$ cat src/rtl/id_ex_reg_pkg.sv
// Shared types and constants for the ID/EX pipeline register slice.
// Holds the decoded-control struct, the ALU opcode encodings and the default datapath width.
package id_ex_reg_pkg;

    localparam int DEFAULT_DATA_WIDTH = 32;
    localparam int REG_IDX_W          = 5;

    localparam logic [3:0] ALU_AND = 4'b0000;
    localparam logic [3:0] ALU_OR  = 4'b0001;
    localparam logic [3:0] ALU_ADD = 4'b0010;
    localparam logic [3:0] ALU_XOR = 4'b0011;
    localparam logic [3:0] ALU_SLL = 4'b0100;
    localparam logic [3:0] ALU_SRL = 4'b0101;
    localparam logic [3:0] ALU_SUB = 4'b0110;
    localparam logic [3:0] ALU_SRA = 4'b0111;
    localparam logic [3:0] ALU_EQ  = 4'b1000;
    localparam logic [3:0] ALU_BGE = 4'b1001;
    localparam logic [3:0] ALU_BNE = 4'b1010;
    localparam logic [3:0] ALU_SLT = 4'b1100;

    typedef struct packed {
        logic [3:0] alu_op;
        logic       alu_src;
        logic       reg_write;
        logic       mem_read;
        logic       mem_write;
        logic       mem_to_reg;
        logic       branch;
    } id_ctrl_t;

endpackage

$ cat src/rtl/fwd_mux.sv
// Operand bypass select for one source register.
// EX/MEM has priority over MEM/WB; register index 0 is never bypassed.
module fwd_mux
    import id_ex_reg_pkg::*;
#(
    parameter int DATA_WIDTH = DEFAULT_DATA_WIDTH
) (
    input  logic [REG_IDX_W-1:0]  rs_idx_i,
    input  logic [DATA_WIDTH-1:0] rs_data_i,
    input  logic [REG_IDX_W-1:0]  exm_rd_i,
    input  logic                  exm_reg_write_i,
    input  logic [DATA_WIDTH-1:0] exm_result_i,
    input  logic [REG_IDX_W-1:0]  wb_rd_i,
    input  logic                  wb_reg_write_i,
    input  logic [DATA_WIDTH-1:0] wb_result_i,
    output logic [DATA_WIDTH-1:0] fwd_data_o
);

    logic exm_hit;
    logic wb_hit;

    assign exm_hit = exm_reg_write_i && (exm_rd_i != '0) && (exm_rd_i == rs_idx_i);
    assign wb_hit  = wb_reg_write_i  && (wb_rd_i  != '0) && (wb_rd_i  == rs_idx_i);

    always_comb begin
        fwd_data_o = rs_data_i;
        if (exm_hit) begin
            fwd_data_o = exm_result_i;
        end else if (wb_hit) begin
            fwd_data_o = wb_result_i;
        end
    end

endmodule

$ cat src/rtl/id_ex_reg.sv
// ID/EX pipeline register with flush/stall/load-use bubble control and
// EX-stage operand forwarding feeding the ALU inputs.
module id_ex_reg
    import id_ex_reg_pkg::*;
#(
    parameter int DATA_WIDTH = DEFAULT_DATA_WIDTH
) (
    input  logic                  clk,
    input  logic                  reset,
    input  logic                  id_valid,
    input  id_ctrl_t              id_ctrl,
    input  logic [DATA_WIDTH-1:0] id_pc,
    input  logic [DATA_WIDTH-1:0] id_rs1_data,
    input  logic [DATA_WIDTH-1:0] id_rs2_data,
    input  logic [DATA_WIDTH-1:0] id_imm,
    input  logic [REG_IDX_W-1:0]  id_rs1,
    input  logic [REG_IDX_W-1:0]  id_rs2,
    input  logic [REG_IDX_W-1:0]  id_rd,
    input  logic                  stall,
    input  logic                  flush,
    input  logic [REG_IDX_W-1:0]  exm_rd,
    input  logic                  exm_reg_write,
    input  logic [DATA_WIDTH-1:0] exm_result,
    input  logic [REG_IDX_W-1:0]  wb_rd,
    input  logic                  wb_reg_write,
    input  logic [DATA_WIDTH-1:0] wb_result,
    output logic [DATA_WIDTH-1:0] SrcA,
    output logic [DATA_WIDTH-1:0] SrcB,
    output logic [3:0]            Operation,
    output logic [DATA_WIDTH-1:0] ex_store_data,
    output logic                  ex_valid,
    output id_ctrl_t              ex_ctrl,
    output logic [DATA_WIDTH-1:0] ex_pc,
    output logic [REG_IDX_W-1:0]  ex_rd,
    output logic                  hazard_stall
);

    logic                  valid_q,    valid_d;
    id_ctrl_t              ctrl_q,     ctrl_d;
    logic [DATA_WIDTH-1:0] pc_q,       pc_d;
    logic [DATA_WIDTH-1:0] rs1_data_q, rs1_data_d;
    logic [DATA_WIDTH-1:0] rs2_data_q, rs2_data_d;
    logic [DATA_WIDTH-1:0] imm_q,      imm_d;
    logic [REG_IDX_W-1:0]  rs1_q,      rs1_d;
    logic [REG_IDX_W-1:0]  rs2_q,      rs2_d;
    logic [REG_IDX_W-1:0]  rd_q,       rd_d;
    logic [DATA_WIDTH-1:0] fwd_rs2;

    // Load-use: the held load's result is not available until MEM, so decode must wait.
    assign hazard_stall = valid_q && ctrl_q.mem_read && (rd_q != '0) &&
                          ((rd_q == id_rs1) || (rd_q == id_rs2)) && id_valid;

    always_comb begin
        valid_d    = valid_q;
        ctrl_d     = ctrl_q;
        pc_d       = pc_q;
        rs1_data_d = rs1_data_q;
        rs2_data_d = rs2_data_q;
        imm_d      = imm_q;
        rs1_d      = rs1_q;
        rs2_d      = rs2_q;
        rd_d       = rd_q;
        if (flush) begin
            valid_d = 1'b0;
            ctrl_d  = '0;
        end else if (stall) begin
            valid_d = valid_q;
        end else if (hazard_stall) begin
            valid_d = 1'b0;
            ctrl_d  = '0;
        end else begin
            valid_d    = id_valid;
            ctrl_d     = id_valid ? id_ctrl : '0;
            pc_d       = id_pc;
            rs1_data_d = id_rs1_data;
            rs2_data_d = id_rs2_data;
            imm_d      = id_imm;
            rs1_d      = id_rs1;
            rs2_d      = id_rs2;
            rd_d       = id_rd;
        end
    end

    always_ff @(posedge clk or posedge reset) begin
        if (reset) begin
            valid_q    <= 1'b0;
            ctrl_q     <= '0;
            pc_q       <= '0;
            rs1_data_q <= '0;
            rs2_data_q <= '0;
            imm_q      <= '0;
            rs1_q      <= '0;
            rs2_q      <= '0;
            rd_q       <= '0;
        end else begin
            valid_q    <= valid_d;
            ctrl_q     <= ctrl_d;
            pc_q       <= pc_d;
            rs1_data_q <= rs1_data_d;
            rs2_data_q <= rs2_data_d;
            imm_q      <= imm_d;
            rs1_q      <= rs1_d;
            rs2_q      <= rs2_d;
            rd_q       <= rd_d;
        end
    end

    fwd_mux #(.DATA_WIDTH(DATA_WIDTH)) u_fwd_rs1 (
        .rs_idx_i        (rs1_q),
        .rs_data_i       (rs1_data_q),
        .exm_rd_i        (exm_rd),
        .exm_reg_write_i (exm_reg_write),
        .exm_result_i    (exm_result),
        .wb_rd_i         (wb_rd),
        .wb_reg_write_i  (wb_reg_write),
        .wb_result_i     (wb_result),
        .fwd_data_o      (SrcA)
    );

    fwd_mux #(.DATA_WIDTH(DATA_WIDTH)) u_fwd_rs2 (
        .rs_idx_i        (rs2_q),
        .rs_data_i       (rs2_data_q),
        .exm_rd_i        (exm_rd),
        .exm_reg_write_i (exm_reg_write),
        .exm_result_i    (exm_result),
        .wb_rd_i         (wb_rd),
        .wb_reg_write_i  (wb_reg_write),
        .wb_result_i     (wb_result),
        .fwd_data_o      (fwd_rs2)
    );

    assign ex_store_data = fwd_rs2;
    assign SrcB          = ctrl_q.alu_src ? imm_q : fwd_rs2;
    assign Operation     = ctrl_q.alu_op;
    assign ex_valid      = valid_q;
    assign ex_ctrl       = ctrl_q;
    assign ex_pc         = pc_q;
    assign ex_rd         = rd_q;

endmodule

$ cat config.mk
export PLATFORM = sky130hd
export DESIGN_NAME = id_ex_reg
export DESIGN_NICKNAME = d
export VERILOG_FILES = /design/src/rtl/id_ex_reg_pkg.sv /design/src/rtl/fwd_mux.sv /design/src/rtl/id_ex_reg.sv
export SDC_FILE = /design/constraint.sdc
export NUM_CORES = 1
export LEC_CHECK = 0
export ABC_AREA = 1
export BUFFER_PORTS_ARGS = -buffer_cell sky130_fd_sc_hd__buf_2
export CAP_MARGIN = 20
export CORE_ASPECT_RATIO = 0.9
export CORE_MARGIN = 4
export CORE_UTILIZATION = 43
export CTS_CLUSTER_DIAMETER = 30
export DETAILED_ROUTE_END_ITERATION = 10
export PLACE_DENSITY = 0.73
export SLEW_MARGIN = 20
export SYNTH_ARGS = -nofsm -noshare
export SYNTH_HDL_FRONTEND = slang
export SYNTH_SLANG_ARGS = --single-unit
$ cat constraint.sdc
create_clock -name clk -period 15.6 [get_ports clk]
set_input_delay 3.12 -clock clk [delete_from_list [all_inputs] [get_ports clk]]
set_output_delay 3.12 -clock clk [all_outputs]
set_load 0.1 [all_outputs]
Word level (Yosys, flattened, before mapping) --
Cells that the tools add are included.
Word-level totals: register bits 154, input bits 234
Operators by class: equality and inequality tests 7, mux-type cells 12, bitwise gates (word level) 3, reductions and logical operators 15
Operator list (count):
- $mux 32 | 5
- $mux 10 | 4
- $eq 5x5->1 | 6
- $reduce_bool 5->1 | 3
- $logic_and 1x1->1 | 10
- $mux 1 | 3
- $not 1->1 | 3
- $reduce_and 3->1 | 1
- $ne 2x1->1 const B | 1
- $logic_or 1x1->1 | 1

Depth between registers and ports, before layout --
Gate-level depths: netlist of run 1.
depth after elaboration 7, gate-level depth with buffers 13, gate-level depth less buffers 10

Modules after synthesis --
From an unflattened synthesis of run 1, not the netlist that was laid out.
Unflattened totals: cells, all modules 1360, area total of the unflattened synthesis 9547.9 µm²
By module, submodules not included:
- id_ex_reg | instances 1, cells an instance 764, area each 6715.2 µm²
- fwd_mux | instances 2, cells an instance 298, area each 1416.4 µm²

Least setup slack after synthesis of run 1 --
No wires, ideal clock.
path kind input to output, start input port exm_rd[0], end output port SrcA[10], arrival time 6.010 ns, data required time 12.480 ns, setup slack 6.470 ns, stages 6, buffers on the path 1, cell sequence xnor2_1 -> nand2_1 -> nor3_1 -> nand3_2 -> clkbuf_1 -> o21ai_0
On the way: cells in the longest elaborated chain, start to end 4, elaborated cells between the ends (all ways) 5, those cells by class eq/ne: 1; mux: 1; reduce/logical: 3
RTL lines:
- start, declared | line id_ex_reg.sv:21 | input logic [REG_IDX_W-1:0] exm_rd,
- $reduce_bool 5->1 | line fwd_mux.sv:22 | assign exm_hit = exm_reg_write_i && (exm_rd_i != '0) && (exm_rd_i == rs_idx_i);
- $logic_and 1x1->1 | line fwd_mux.sv:22
- $logic_and 1x1->1 * | line fwd_mux.sv:22
- $mux 32 * | line fwd_mux.sv:27 | if (exm_hit) begin
- end, declared | line id_ex_reg.sv:27 | output logic [DATA_WIDTH-1:0] SrcA,
Mark *: on every way between the ends. The rest lies on a longest branch, timed or not.

Worst setup path after layout of run 1 --
start input port wb_rd[0], end output port SrcB[31]
On the way: cells in the longest elaborated chain, start to end 6, elaborated cells between the ends (all ways) 7, those cells by class eq/ne: 1; mux: 3; reduce/logical: 3
RTL lines:
- start, declared | line id_ex_reg.sv:24 | input logic [REG_IDX_W-1:0] wb_rd,
- $reduce_bool 5->1 | line fwd_mux.sv:23 | assign wb_hit = wb_reg_write_i && (wb_rd_i != '0) && (wb_rd_i == rs_idx_i);
- $logic_and 1x1->1 | line fwd_mux.sv:23
- $logic_and 1x1->1 * | line fwd_mux.sv:23
- $mux 32 * | line fwd_mux.sv:29 | end else if (wb_hit) begin
- $mux 32 * | line fwd_mux.sv:27
- $mux 32 * | line id_ex_reg.sv:133 | assign SrcB = ctrl_q.alu_src ? imm_q : fwd_rs2;
- end, declared | line id_ex_reg.sv:28 | output logic [DATA_WIDTH-1:0] SrcB,
Marked as above.

==> results of run 1 <==
==> layout make-up <==
| type | count | area (um2) | share of cell area |
|---|---|---|---|
| tap | 280 | 350.3 | 0.03032 |
| antenna | 5 | 12.51 | 0.001083 |
| clock inverter | 15 | 168.9 | 0.01462 |
| clock buffer | 17 | 425.4 | 0.03681 |
| multi-input combinational | 917 | 4265 | 0.3691 |
| timing repair buffer | 395 | 2009 | 0.1739 |
| sequential | 154 | 3854 | 0.3335 |
| inverter | 124 | 470.5 | 0.04071 |
==> how the worst min path moves through the flow <==
stage | slack [ps] | depth (start not counted) | endpoint
3_3_place_gp | 450 | 2 | ex_pc[0]
6_report | 470 | 2 | ex_pc[0]
2_1_floorplan | 440 | 2 | imm_q[14]
5_1_grt | 490 | 2 | rs2_data_q[7]
4_1_cts | 470 | 2 | ex_pc[31]
3_5_place_dp | 450 | 2 | ex_pc[31]
==> worst min-delay path, stage by stage (launching register included) <==
cell     delay [ps]
dfrtp_1         340
nand2_1          50
nand2_1          40
==> logic make-up after synthesis <==
kind of cell | share of synthesized area
compound gates | 0.02390
xor+xnor | 0.02335
buf+inv | 0.1052
flops | 0.4280
simple gates | 0.4195
==> flip-flops by register name, summed over array words and instances (netlist names) <==
name and flops:
ex_pc 32, imm_q 32, rs1_data_q 32, rs2_data_q 32, ex_ctrl 6, ex_rd 5, rs1_q 5, rs2_q 5
Operation 4, ex_valid 1
==> per-stage QoR <==
| step | setup WS (ps) | instances | hold slack, ps | instance area, um2 | util |
|---|---|---|---|---|---|
| 6_report | 6417 | 1907 | 468.0 | 11560 | 0.5695 |
| 3_3_place_gp | 6464 | 1870 | 449.7 | 10950 | 0.5396 |
| 3_5_place_dp | 6441 | 1870 | 453.7 | 10950 | 0.5396 |
| 4_1_cts | 6429 | 1902 | 471.7 | 11540 | 0.5688 |
| 2_1_floorplan | 6470 | 1290 | 441.7 | 9004 | - |
| 5_1_grt | 6210 | 1906 | 491.3 | 11550 | 0.5693 |
==> synthesized netlist by cell type (2+ instances only) <==
cell type / count / area share
nand2_1: 453 / 0.19
nand3_1: 310 / 0.17
dfrtp_1: 154 / 0.43
inv_1: 121 / 0.050
clkbuf_1: 46 / 0.019
o21ai_0: 38 / 0.021
nand4_1: 33 / 0.023
and2_1: 32 / 0.022
buf_2: 31 / 0.017
nor2_1: 14 / 0.0058
xor2_1: 13 / 0.013
xnor2_1: 11 / 0.011
buf_6: 9 / 0.011
buf_4: 5 / 0.0042
o21ai_1: 5 / 0.0028
buf_1: 4 / 0.0017
inv_2: 3 / 0.0013
nor2_2: 2 / 0.0014
nor3_2: 2 / 0.0022
==> layer usage <==
metal | vias up | wire (um) | track usage | part of all wire
met5 | - | 22 | 0 | 0.00065
met3 | 67 | 3086 | 0.06211 | 0.091
met2 | 549 | 16390 | 0.4705 | 0.48
met4 | 4 | 930 | 0.1028 | 0.027
met1 | 4609 | 13510 | 0.3589 | 0.40
li1 | 4767 | - | - | -
==> power by group <==
| group | total (mW) | switching, mW | internal (mW) |
|---|---|---|---|
| Clock | 0.417 | 0.200 | 0.217 |
| Sequential | 0.478 | 0.0314 | 0.446 |
| Combinational | 0.701 | 0.581 | 0.120 |
==> summary.md, run 1 <==
| Metric | Value |
|---|---|
| Setup crit end kind | output pin |
| Flop-to-flop setup slack | 11,890 ps |
| Setup crit start | wb_rd[0] |
| Cells after synthesis | 1,290 |
| Layout fillers | 1,955 |
| CORE AREA | 0.02029 mm2 |
| CP arrival | 6060 ps |
| Most frequent cells in the layout | 453 x nand2_1, 382 x buf_2, 308 x nand3_1 |
| Worst path depth | 10 |
| GP Congestion | 0.9250 |
| Timing endpoint of the critical path | SrcB[31] |
| Max Clk Rate | 0.1089 GHz |
| Reg2reg start | ex_rd[1] |
| Synth Cell Area | 0.009004 mm2 |
| Synthesis Warnings | 0 |
| CTS tree | yes |
| IO Count | 383 |
| Worst Skew | 9.568 ps |
| Min-delay worst type | reg -> reg |
| Dominant synthesized flop cell | dfrtp_1 |
| Worst skew pair latency | 430 ps |
| Slew margin rel. | 0.3187 |
| Vias | 9,996 |
| Pwr Total | 1.596 mW |
| Crit path cell chain | buf_2 > xnor2_1 > nand2_1 > nor2_4 > nand3_2 > nand2_1 > nand3_1 > nand3_1 > nand2_1 > buf_2 |
| Largest net degree at the start of global routing | 90 |
| Syn avg cell area | 6.980 um2 |
| Max Cap Viol | 0 |
| DR pass1 iterations | 6 |
| First-pass GRT wire length | 52.50 mm |
| Clock root buffer master | clkbuf_16 |
| Number of max-slew violations in the final report | 0 |
| Critical-path maximum fanout | 33 |
| HPWL after detailed placement | 23.60 mm |
| Min-delay src | ex_pc[0] |
| Mapped Nets | 1,524 |
| Area growth, synth to finish | 28.35% |
| Crit path top cell by count | nand2_1 |
| Reg2Reg Depth | 9 |
| CTS Buffer Depth | 2 |
| Post-route DRC violation count | 0 |
| Final TNS setup | 0 ps |
| Routed wire per std cell | 17.80 um |
| Max stage delay on crit path | 870 ps |
| CP Launch Type | input port |
| Rows | 49 |
| Peak VDD IR | 0.1112 mV |
| Number of synthesized flops with an enable pin | 0 |
| Number of I/O port buffers | 382 |
| Status | completed |
| Final nets | 1,843 |
| Yosys reg bits | 154 |
| Initial antenna violation count | 6 |
| Post-CTS setup buffers | 0 |
| RSZ-0062 raised after global routing | false |
| Family with the most delay on the worst path | simple AND/OR/NAND/NOR gates |
| Die Ht | 145.3 um |
| H-Tree Depth | 4 |
| Post_cts resized | 0 |
| 1st-iter DRT viols | 959 |
| Final Hold Fails | 0 |
| Period utilization | 0.5887 |
| Reg-to-reg endpoint | imm_q[30] |
| Total die area | 0.02332 mm2 |
| Min Tclk post-route | 9183 ps |
| Initial core utilization | 0.4437 |
| Slowest cell on crit path | nand3_2 |
| Leakage | 6.819 nW |
| Post-synthesis sequential area ratio | 0.4280 |
| Grt ovf | 0 |
| Post-route ant nets | 0 |
| Routed wire length | 33.94 mm |
| Final setup viols | 0 |
| Vias per Instance | 5.242 |
| Commonest non-fill, non-tap cell in the layout | nand2_1 |
| Count of different cell masters after synthesis | 23 |
| Die Width | 160.5 um |
| Crit Path Class | in -> out |
| Vias in the first global route | 9,680 |
| Pwr Density | 138.1 mW/mm2 |
| CP bufs+invs | 2 |
| Clock transition at path regs | 70 ps |
| Share of layout cells above drive strength 1 | 0.2725 |
| Sink Count | 154 |
| Least-Margin Pin Slew | 1020 ps |
| Async S/R FF share, synth | 1.000 |
| Worst Path Required | 12,480 ps |
| All-Layer GR Usage | 0.2813 |
| Hold buffer count at cts | 0 |
| Number of buffers created by CTS | 17 |
Power figures use the tool's default switching activity.
==> run 2: changes to the inputs <==
ABC_AREA = 0   (was 1)
PLACE_DENSITY = 0.77   (was 0.73)
clock period = 8.2 ns   (was 15.6 ns; I/O delays follow)
==> summary.md, run 2 <==
| Metric | Value |
|---|---|
| Status | completed |
| GP Congestion | 0.8728 (-5.6%) |
| Die Ht | 142.0 um (-2.3%) |
| Routed wire per std cell | 20.06 um (+13%) |
| Comb pwr share | 0.467 (+0.028) |
| Reg-to-reg endpoint | rs1_data_q[8] |
| Area growth, synth to finish | 28.86% |
| First-pass GRT wire length | 41.32 mm (-21%) |
| Clock transition at path regs | 70 ps (about the same) |
| Post-route ant nets | 0 (unchanged) |
| Largest area contributor in the netlist | dfrtp_1 |
| Share of layout cells above drive strength 1 | 0.6030 (+0.3305) |
| Period utilization | 0.7363 |
| Layout fillers | 1,698 (-13%) |
| Count of different cell masters after synthesis | 45 (+96%) |
| DR pass1 iterations | 6 (unchanged) |
| CP Launch Type | input port |
| Crit Path Class | in -> out |
| Largest net degree at the start of global routing | 93 (+3.3%) |
| Rows | 48 (-2.0%) |
| Flop-to-flop setup slack | 5030 ps (-6860 ps) |
| Sink Count | 154 (unchanged) |
| All-Layer GR Usage | 0.2374 (-0.04392) |
| Post-synthesis sequential area ratio | 0.4494 (+0.02142) |
| Min Tclk post-route | 6038 ps |
| Non-Filler Instances | 1,336 (-30%) |
| Reg2reg start | ex_rd[4] |
| Post-route DRC violation count | 0 (unchanged) |
| Leakage | 5.119 nW (-25%) |
| Total die area | 0.02227 mm2 (-4.5%) |
| Final WS setup | 2162 ps (-4255 ps) |
| Dominant synthesized flop cell | dfrtp_1 |
| Die Width | 156.9 um (-2.3%) |
| Min-delay worst type | reg -> reg |
| Mapped Nets | 951 (-38%) |
| Cells after synthesis | 717 (-44%) |
| Vias per Instance | 5.365 (+2.4%) |
| Slew margin rel. | 0.2853 (-0.03341) |
| HPWL after detailed placement | 19.70 mm (-17%) |
| Initial core utilization | 0.4420 (-0.001662) |
| CP arrival | 4400 ps (-1660 ps) |
| Max Cap Viol | 0 (unchanged) |
| Most frequent cell after synthesis | dfrtp_1 |
| IO Count | 383 (unchanged) |
| Hold slack | 487.8 ps (+19.76 ps) |
| Number of I/O port buffers | 382 (unchanged) |
| Yosys reg bits | 154 (unchanged) |
| Worst skew pair latency | 420 ps (about the same) |
| CORE AREA | 0.01940 mm2 (-4.4%) |
| Net Sw Power | 1.610 mW (+98%) |
| Clock share of power | 0.239 (-0.022) |
| Post_cts resized | 0 (unchanged) |
| 1st-iter DRT viols | 357 (-63%) |
| Synth top area cells | dfrtp_1 45%, mux2_2 17%, a221oi_2 5.4% |
| Worst Path Required | 6560 ps (-5920 ps) |
| Critical-path maximum fanout | 33 (unchanged) |
| Pwr Total | 3.201 mW (+100%) |
| H-Tree Depth | 4 (unchanged) |
| Grt ovf | 0 (unchanged) |
| Commonest non-fill, non-tap cell in the layout | buf_2 |
| Most frequent cells in the layout | 382 x buf_2, 153 x dfrtp_1, 130 x mux2_2 |
| Min-delay src | imm_q[28] |
| Final Hold Fails | 0 (unchanged) |
| Syn avg cell area | 11.96 um2 (+71%) |
| Pint | 1.591 mW (+100%) |
| Final nets | 1,304 (-29%) |
| Hold buffer count at cts | 0 (unchanged) |
| CTS tree | yes |
| Number of synthesized flops with an enable pin | 0 (unchanged) |
| Hold Path End | imm_q[28] |
| Vias in the first global route | 7,515 (-22%) |
| Peak VDD IR | 0.1959 mV (+76%) |
| Least-Margin Pin Slew | 1072 ps (+52.53 ps) |
| Switch share | 0.5028 (-0.006388) |
| Setup crit end kind | output pin |
| DP Worst Slack | 2105 ps (-4336 ps) |
| Clock root buffer master | clkbuf_16 |
| Post-CTS setup buffers | 0 (unchanged) |
| Pwr Density | 289.7 mW/mm2 (+110%) |
| Synth cell count leaders | 154 x dfrtp_1, 130 x mux2_2, 99 x nor2_1 |
| Reg2Reg Depth | 6 (-3) |
| RSZ-0062 raised after global routing | false |
| Number of max-slew violations in the final report | 0 (unchanged) |
| Routed wire length | 26.80 mm (-21%) |
| Hold depth | 1 (-1) |
| Vias | 7,168 (-28%) |
| Async S/R FF share, synth | 1.000 (unchanged) |
| Final TNS setup | 0 ps (unchanged) |
| Reg power frac | 0.295 (-0.004) |
| Synthesis Warnings | 0 (unchanged) |
| Cells after DPL | 1,301 (-30%) |
| CTS Buffer Depth | 2 (unchanged) |
| Max Clk Rate | 0.1656 GHz |
| Top cell type's share of synthesized area | 0.4494 (+0.02142) |
| Synth Cell Area | 0.008574 mm2 (-4.8%) |
| Worst Skew | 15.79 ps (+6.218 ps) |
| Number of buffers created by CTS | 17 (unchanged) |
| Final setup viols | 0 (unchanged) |
| Initial antenna violation count | 4 (-2) |
run 2: layer usage:
metal / GRT usage / up-vias / share of wire
met3: 0.07540 / 35 / 0.090
met2: 0.4126 / 323 / 0.50
met1: 0.2836 / 3492 / 0.39
li1: - / 3316 / -
met5: 0 / - / 0.00026
met4: 0.06849 / 2 / 0.017
run 2: cell families (layout without fill, tap and decap cells):
family / after synthesis / after routing / share of synthesized area
muxes: 175 / 175 / 0.2252
DFF: 154 / 154 / 0.4494
AOI/OAI and AO/OA: 115 / 115 / 0.1395
buffers and inverters: 62 / 428 / 0.05545
other: 0 / 3 / 0
and+or+nand+nor: 183 / 183 / 0.1019
xor gates and xnor gates: 28 / 28 / 0.02860
run 2: cell type report:
cell class | count | area, um2 | area share
Multi-Input combinational cell | 501 | 4284 | 0.3877
Sequential cell | 154 | 3857 | 0.3491
Timing Repair Buffer | 392 | 1987 | 0.1798
Clock buffer | 17 | 425.4 | 0.03850
Tap cell | 250 | 312.8 | 0.02831
Clock inverter | 15 | 155.1 | 0.01404
Inverter | 4 | 20.02 | 0.001812
Antenna cell | 3 | 7.507 | 0.0006794
run 2: how the worst max path moves through the flow:
stage / from / endpoint / slack (ps) / cells after the start
after CTS: wb_rd[4] / SrcB[31] / 2120 / 7
final: wb_rd[4] / SrcB[8] / 2160 / 7
after detailed placement: wb_rd[4] / SrcB[31] / 2100 / 7
after floorplan: wb_rd[0] / SrcB[0] / 1600 / 6
after global placement: wb_rd[4] / SrcB[8] / 2180 / 7
after global routing: wb_rd[4] / SrcB[31] / 2000 / 7
run 2: power by group through the flow:
stage | clock [mW] | combinational [mW] | sequential (mW)
after floorplan | 0 | 1.04 | 1.15
after global placement | 0 | 1.49 | 0.951
after detailed placement | 0 | 1.50 | 0.957
after CTS | 0.784 | 1.50 | 0.943
after global routing | 0.815 | 1.55 | 0.958
final | 0.764 | 1.49 | 0.944
run 2: stage by stage:
| step | instance area (um2) | util |
|---|---|---|
| after floorplan | 8574 | - |
| after global placement | 10460 | 0.5393 |
| after detailed placement | 10460 | 0.5393 |
| after CTS | 11040 | 0.5692 |
| after global routing | 11050 | 0.5695 |
| final | 11050 | 0.5696 |
run 2: worst max-delay path, cell delays in order:
cell       delay [ps]
buf_2             130
xnor2_1           140
and2_2            590
nand4bb_4         770
a221oi_2          670
o31ai_2           100
buf_2             330
